File: src/rtl/pipe_control_unit.sv
// Decode and control pipeline for the 5-stage mips32 core.
// Decodes the instruction in ID and carries the control bundle and the
// destination register through the EX, MEM and WB stages. It also detects
// load-use, branch-operand and mult/div-busy hazards.
module pipe_control_unit #(
    parameter int unsigned CTRL_W     = 8,
    parameter int unsigned MD_LATENCY = 4,
    parameter int unsigned RA_REG     = 31
) (
    input  logic              clock,
    input  logic              reset,
    input  logic              id_valid,
    input  logic [5:0]        opcode,
    input  logic [5:0]        func,
    input  logic [4:0]        rs,
    input  logic [4:0]        rt,
    input  logic [4:0]        rd,
    input  logic              branch_taken,
    output logic [CTRL_W-1:0] ctrl_ex,
    output logic [CTRL_W-1:0] ctrl_mem,
    output logic [CTRL_W-1:0] ctrl_wb,
    output logic [4:0]        dest_ex,
    output logic [4:0]        dest_mem,
    output logic [4:0]        dest_wb,
    output logic [1:0]        branch_src,
    output logic [1:0]        compare_code,
    output logic              stall,
    output logic              redirect,
    output logic              md_busy
);

    localparam int unsigned MD_CNT_W = 4;

    localparam logic [5:0] OP_RTYPE = 6'h00;
    localparam logic [5:0] OP_J     = 6'h02;
    localparam logic [5:0] OP_JAL   = 6'h03;
    localparam logic [5:0] OP_BEQ   = 6'h04;
    localparam logic [5:0] OP_BNE   = 6'h05;
    localparam logic [5:0] OP_ADDI  = 6'h08;
    localparam logic [5:0] OP_SLTI  = 6'h0A;
    localparam logic [5:0] OP_ANDI  = 6'h0C;
    localparam logic [5:0] OP_ORI   = 6'h0D;
    localparam logic [5:0] OP_LW    = 6'h23;
    localparam logic [5:0] OP_SW    = 6'h2B;

    localparam logic [5:0] FN_JR    = 6'h08;
    localparam logic [5:0] FN_MFHI  = 6'h10;
    localparam logic [5:0] FN_MFLO  = 6'h12;
    localparam logic [5:0] FN_MULT  = 6'h18;
    localparam logic [5:0] FN_DIV   = 6'h1A;

    // Bundle bit positions
    localparam int unsigned B_MEM_READ  = 4;
    localparam int unsigned B_REG_WRITE = 2;

    logic [7:0]          ctrlDec;
    logic [1:0]          bsDec;
    logic [1:0]          ccDec;
    logic                usesRs;
    logic                usesRt;
    logic                isBranchOp;
    logic                isMdUser;
    logic                isMdOp;
    logic [4:0]          destDec;
    logic                srcHitEx;
    logic                srcHitMem;
    logic                loadUse;
    logic                branchHz;
    logic                mdHz;
    logic                issue;
    logic [MD_CNT_W-1:0] mdCount;
    logic [MD_CNT_W-1:0] mdCountNext;

    // Instruction decode: control bundle, branch source/compare and operand usage
    always_comb begin
        ctrlDec    = 8'h00;
        bsDec      = 2'd0;
        ccDec      = 2'd0;
        usesRs     = 1'b1;
        usesRt     = 1'b0;
        isBranchOp = 1'b0;
        isMdUser   = 1'b0;
        isMdOp     = 1'b0;
        case (opcode)
            OP_RTYPE: begin
                usesRt = 1'b1;
                case (func)
                    FN_JR: begin
                        ctrlDec    = 8'h00;
                        bsDec      = 2'd2;
                        ccDec      = 2'd3;
                        isBranchOp = 1'b1;
                    end
                    FN_MULT, FN_DIV: begin
                        ctrlDec  = 8'h80;
                        isMdUser = 1'b1;
                        isMdOp   = 1'b1;
                    end
                    FN_MFHI, FN_MFLO: begin
                        ctrlDec  = 8'h84;
                        isMdUser = 1'b1;
                    end
                    default: ctrlDec = 8'h84;
                endcase
            end
            OP_ADDI, OP_ANDI, OP_ORI, OP_SLTI: ctrlDec = 8'h24;
            OP_LW: ctrlDec = 8'h35;
            OP_SW: begin
                ctrlDec = 8'h08;
                usesRt  = 1'b1;
            end
            OP_JAL: begin
                ctrlDec = 8'h46;
                bsDec   = 2'd1;
                ccDec   = 2'd3;
                usesRs  = 1'b0;
            end
            OP_J: begin
                bsDec  = 2'd1;
                ccDec  = 2'd3;
                usesRs = 1'b0;
            end
            OP_BEQ: begin
                ccDec      = 2'd1;
                usesRt     = 1'b1;
                isBranchOp = 1'b1;
            end
            OP_BNE: begin
                ccDec      = 2'd2;
                usesRt     = 1'b1;
                isBranchOp = 1'b1;
            end
            default: ctrlDec = 8'h00;
        endcase
    end

    // Destination register select; instructions that do not write get $0
    always_comb begin
        destDec = 5'd0;
        case (ctrlDec[6:5])
            2'd0:    destDec = rd;
            2'd1:    destDec = rt;
            2'd2:    destDec = 5'(RA_REG);
            default: destDec = 5'd0;
        endcase
        if (!ctrlDec[B_REG_WRITE]) begin
            destDec = 5'd0;
        end
    end

    // Hazard detection and the redirect/branch controls it gates
    always_comb begin
        srcHitEx  = (usesRs && (rs == dest_ex)) || (usesRt && (rt == dest_ex));
        srcHitMem = (usesRs && (rs == dest_mem)) || (usesRt && (rt == dest_mem));
        loadUse   = id_valid && ctrl_ex[B_MEM_READ] && (dest_ex != 5'd0) && srcHitEx;
        branchHz  = id_valid && isBranchOp &&
                    ((ctrl_ex[B_REG_WRITE] && srcHitEx) || (ctrl_mem[B_MEM_READ] && srcHitMem));
        mdHz      = id_valid && md_busy && isMdUser;
        stall     = loadUse || branchHz || mdHz;
        issue     = id_valid && !stall;
        branch_src   = issue ? bsDec : 2'd0;
        compare_code = issue ? ccDec : 2'd0;
        redirect     = branch_taken && issue && (ccDec != 2'd0);
    end

    // Mult/div occupancy counter: reload on issue, otherwise count down to zero
    always_comb begin
        mdCountNext = mdCount;
        if (issue && isMdOp) begin
            mdCountNext = MD_CNT_W'(MD_LATENCY);
        end else if (mdCount != '0) begin
            mdCountNext = mdCount - MD_CNT_W'(1);
        end
    end

    // Mult/div counter and busy flag registers
    always_ff @(posedge clock) begin
        if (reset) begin
            mdCount <= '0;
            md_busy <= 1'b0;
        end else begin
            mdCount <= mdCountNext;
            md_busy <= (mdCountNext != '0);
        end
    end

    // Pipeline registers: EX takes the decode or a bubble, MEM/WB always shift
    always_ff @(posedge clock) begin
        if (reset) begin
            ctrl_ex  <= '0;
            ctrl_mem <= '0;
            ctrl_wb  <= '0;
            dest_ex  <= 5'd0;
            dest_mem <= 5'd0;
            dest_wb  <= 5'd0;
        end else begin
            ctrl_ex  <= issue ? CTRL_W'(ctrlDec) : '0;
            dest_ex  <= issue ? destDec : 5'd0;
            ctrl_mem <= ctrl_ex;
            dest_mem <= dest_ex;
            ctrl_wb  <= ctrl_mem;
            dest_wb  <= dest_mem;
        end
    end

endmodule

File: config.mk
export PLATFORM = sky130hd
export DESIGN_NAME = pipe_control_unit
export DESIGN_NICKNAME = d
export VERILOG_FILES = /design/src/rtl/pipe_control_unit.sv
export SDC_FILE = /design/constraint.sdc
export NUM_CORES = 1
export LEC_CHECK = 0
export CAP_MARGIN = 40
export CORE_MARGIN = 2
export CORE_UTILIZATION = 45
export DETAILED_ROUTE_END_ITERATION = 8
export GPL_TIMING_DRIVEN = 0
export PLACE_DENSITY = 0.84
export SETUP_SLACK_MARGIN = 0.2
export SYNTH_ARGS = -nofsm -noshare
export SYNTH_HDL_FRONTEND = slang
export SYNTH_SLANG_ARGS = --single-unit
File: constraint.sdc
create_clock -name clock -period 4.6 [get_ports clock]
set_input_delay 0.69 -clock clock [delete_from_list [all_inputs] [get_ports clock]]
set_output_delay 0.69 -clock clock [all_outputs]
set_load 0.02 [all_outputs]
==> key figures <==
Setup path
  • Reg2reg setup slack: between 2 and 3 ns
  • Critical path's slowest cell: clkdlybuf4s50_1
  • WP buf/inv: 2
  • Worst Setup End Kind: output port
  • Startpoint Class: primary input
  • CP Class: in -> out
  • Worst EP arrival: 3.46 ns
  • Reg-to-Reg End: mdCount[3]
  • Critical path data required time: roughly 3.9 ns
  • Max incr delay on CP: between 0.6 and 0.7 ns
  • Critical path's top delay family: simple AND/OR/NAND/NOR gates
  • Worst Path Max Fanout: 10
  • R2r startpoint: dest_ex[0]
  • Chain of cells forming the critical path: clkdlybuf4s50_1 -> nor4_1 -> and2_1 -> nor4_1 -> nor2_2 -> nand2_1 -> nor3_1 -> clkdlybuf4s50_1
  • Cell depth of the worst flop-to-flop path: 5

STA
  • Period utilization: between 90% and 100%
  • RSZ-0062 raised after global routing: no
  • Relative slew slack: 57.4%
  • Fin. Hold Viols: 0
  • # setup viols final: 0
  • Least-Margin Pin Slew: around 0.63 ns
  • Fmax: ~0.24 GHz
  • Final Hold Slack: 0.464 ns
  • Clock Skews: 0.00644 ns
  • Max Slew Vio Count: 0
  • TNS Setup: 0 ns
  • Crit path time final: 4.15 ns

Clock network
  • Clock buffer depth: 2
  • CTS Buf Count: 5
  • Post-cts gate resize count: 0
  • CTS H-tree depth: 2
  • Skew-Pair Late Insertion Delay: just under 0.3 ns
  • CTS tree: yes
  • Post-CTS Setup Bufs: 0
  • CTS sink count: 38
  • Clock root cell: clkbuf_8
  • Post-CTS Hold Buffers: 0
  • Clock transition at path regs: around 0.07 ns

Synth
  • Largest area contributor in the netlist: dfxtp_1
  • Yosys warns: 0
  • Mapped Cells: ~210
  • Area contributors post-synth: dfxtp_1, nor2b_1, xnor2_1
  • Synth top area share: between 40% and 50%
  • Cell variety after synth: 40
  • Mapped Nets: between 200 and 250
  • #FFs+latches synth: 38
  • Post-synth design cell area: ~0.0018 sq mm
  • Syn_area_per_cell: slightly below 9 sq um
  • Post-synthesis sequential area ratio: between 40% and 50%

Layout
  • Share of layout cells above drive strength 1: under 10%
  • Final cell count without fillers: 340
  • Nets: about 320
  • Area grow syn2layout: 52.1%
  • Antenna cells: 0
  • Commonest cells after routing, fill and taps aside: clkdlybuf4s50_1, dfxtp_1, nor2b_1, xnor2_1, nand2_1
  • Most common cell after layout, fill and taps aside: clkdlybuf4s50_1

Floorplanning
  • Die height: slightly below 70 microns
  • Area of the die: around 0.0046 sq mm
  • I/O Pins: 77
  • Die width: ~67 microns
  • Starting Density: roughly 46%
  • Core Area: a little under 0.004 sq mm
  • Std cell rows: 23

Placement
  • Port bufs: 74
  • Routability-driven placement congestion ratio: between 0.8 and 0.9
  • DP Cell Count: ~330
  • Dpl hpwl: ~3500 microns

Route
  • DR vias: between 1500 and 2000
  • Routed wire per std cell: ~13 microns
  • DR vias/cell: 5.13
  • Starting DRT DRC Count: slightly above 80
  • Total wire length: between 4000 and 5000 microns
  • Post-route ant nets: 0
  • First-pass DRT Iterations: 4
  • Drt drc: 0

Worst hold path
  • WHS Path Cells: 1
  • Worst Hold Path EP: ctrl_wb[7]
  • Hold_sp: ctrl_mem[7]
  • Worst hold path type: reg -> reg

Flow run
  • Max-Cap Viols: 0

GRT
  • Initial antenna violation count: 0
  • Pin count of the biggest net entering global routing: 13
  • First-pass GRT wire length: between 6000 and 7000 microns
  • GRT Overall Usage: 20.2%
  • Vias in the first global route: roughly 1500
  • Total grt overflow: 0

Power and ir drop
  • Pwr Density: between 300 and 400 mW/mm^2
  • Worst vdd ir: roughly 160 uV
  • Leakage power: around 1.0 nW

Status
  • Status: finished, final reports clean
Yosys cell counts, drive strengths merged:
cell type and number:
nor4 7, or3 2, buf 8, a2111oi 1, nand2b 3, nor2b 25
nor3b 2, or2 2, nor2 13, and2 3, nand3 10, clkbuf 2
nor4b 1, and4 1, o22ai 1, and3 3, nand2 15, or4 2
a21o 1, ha 1, a31oi 3, xor2 4, dfxtp 38, xnor2 17
o21ai 12, inv 6, nand4 1, nand3b 3, o32a 1, a21oi 9
nor3 9, or3b 2
sequential cells by signal, summed over array words and instances, names as in the netlist:
signal / count
dest_ex: 5
dest_wb: 5
ctrl_mem: 6
ctrl_wb: 6
md_busy: 1
mdCount: 4
dest_mem: 5
ctrl_ex: 6
cells by family (layout without fill, tap and decap cells):
| group | count (synthesis) | in the layout | synth area share (%) |
|---|---|---|---|
| AOI/OAI and AO/OA | 28 | 28 | 9.17 |
| DFF | 38 | 38 | 41.9 |
| xor gates and xnor gates | 21 | 21 | 10.1 |
| adders and majority gates | 1 | 1 | 0.690 |
| buffers and inverters | 16 | 98 | 5.03 |
| and+or+nand+nor | 104 | 104 | 33.0 |
routing by layer:
layer | share of wire (%) | routed length [microns] | up-vias | GRT usage [%]
met3 | 6.0 | 272 | 4 | 5.83
met1 | 42 | 1900 | 813 | 24.9
met5 | 0 | 0 | - | 0
met4 | 1.0 | 47 | 0 | 7.40
li1 | - | - | 870 | -
met2 | 51 | 2300 | 56 | 33.2
how the worst max path moves through the flow:
stage,start,end,cells after the start
floorplan,opcode[4],branch_src[1],7
global placement,opcode[3],branch_src[1],8
detailed placement,opcode[3],branch_src[1],8
CTS,opcode[3],branch_src[1],8
global route,opcode[3],branch_src[1],8
finish,opcode[3],branch_src[1],8
per-stage QoR:
| step | worst slack, ns | util [%] | instance area [sq um] | power, W |
|---|---|---|---|---|
| after floorplan | 1.59 | - | 1810 | 0.000490 |
| after global placement | 0.478 | 66.4 | 2620 | 0.000550 |
| after detailed placement | 0.469 | 66.4 | 2620 | 0.000556 |
| after CTS | 0.466 | 70.0 | 2760 | 0.000905 |
| after global routing | 0.239 | 70.0 | 2760 | 0.000937 |
| final | 0.447 | 70.0 | 2760 | 0.000903 |
final cells by class:
class,count,area [sq um]
fillers,325,1180
multi-input cells,154,962
flip-flops and latches,38,761
repair buffers,74,741
clock buffers,6,82.6
plain buffers,10,68.8
well taps,50,62.6
clock inverters,2,60.1
inverters,6,22.5
power by group:
part | internal (W) | leakage [nW] | switching [W] | total (W)
Clock | 0.000231 | 0.0714 | 0.000116 | 0.000347
Sequential | 0.000348 | 0.307 | 0.0000200 | 0.000368
Combinational | 0.0000958 | 0.666 | 0.0000916 | 0.000187
No activity file was read; power rests on OpenSTA's default activity.
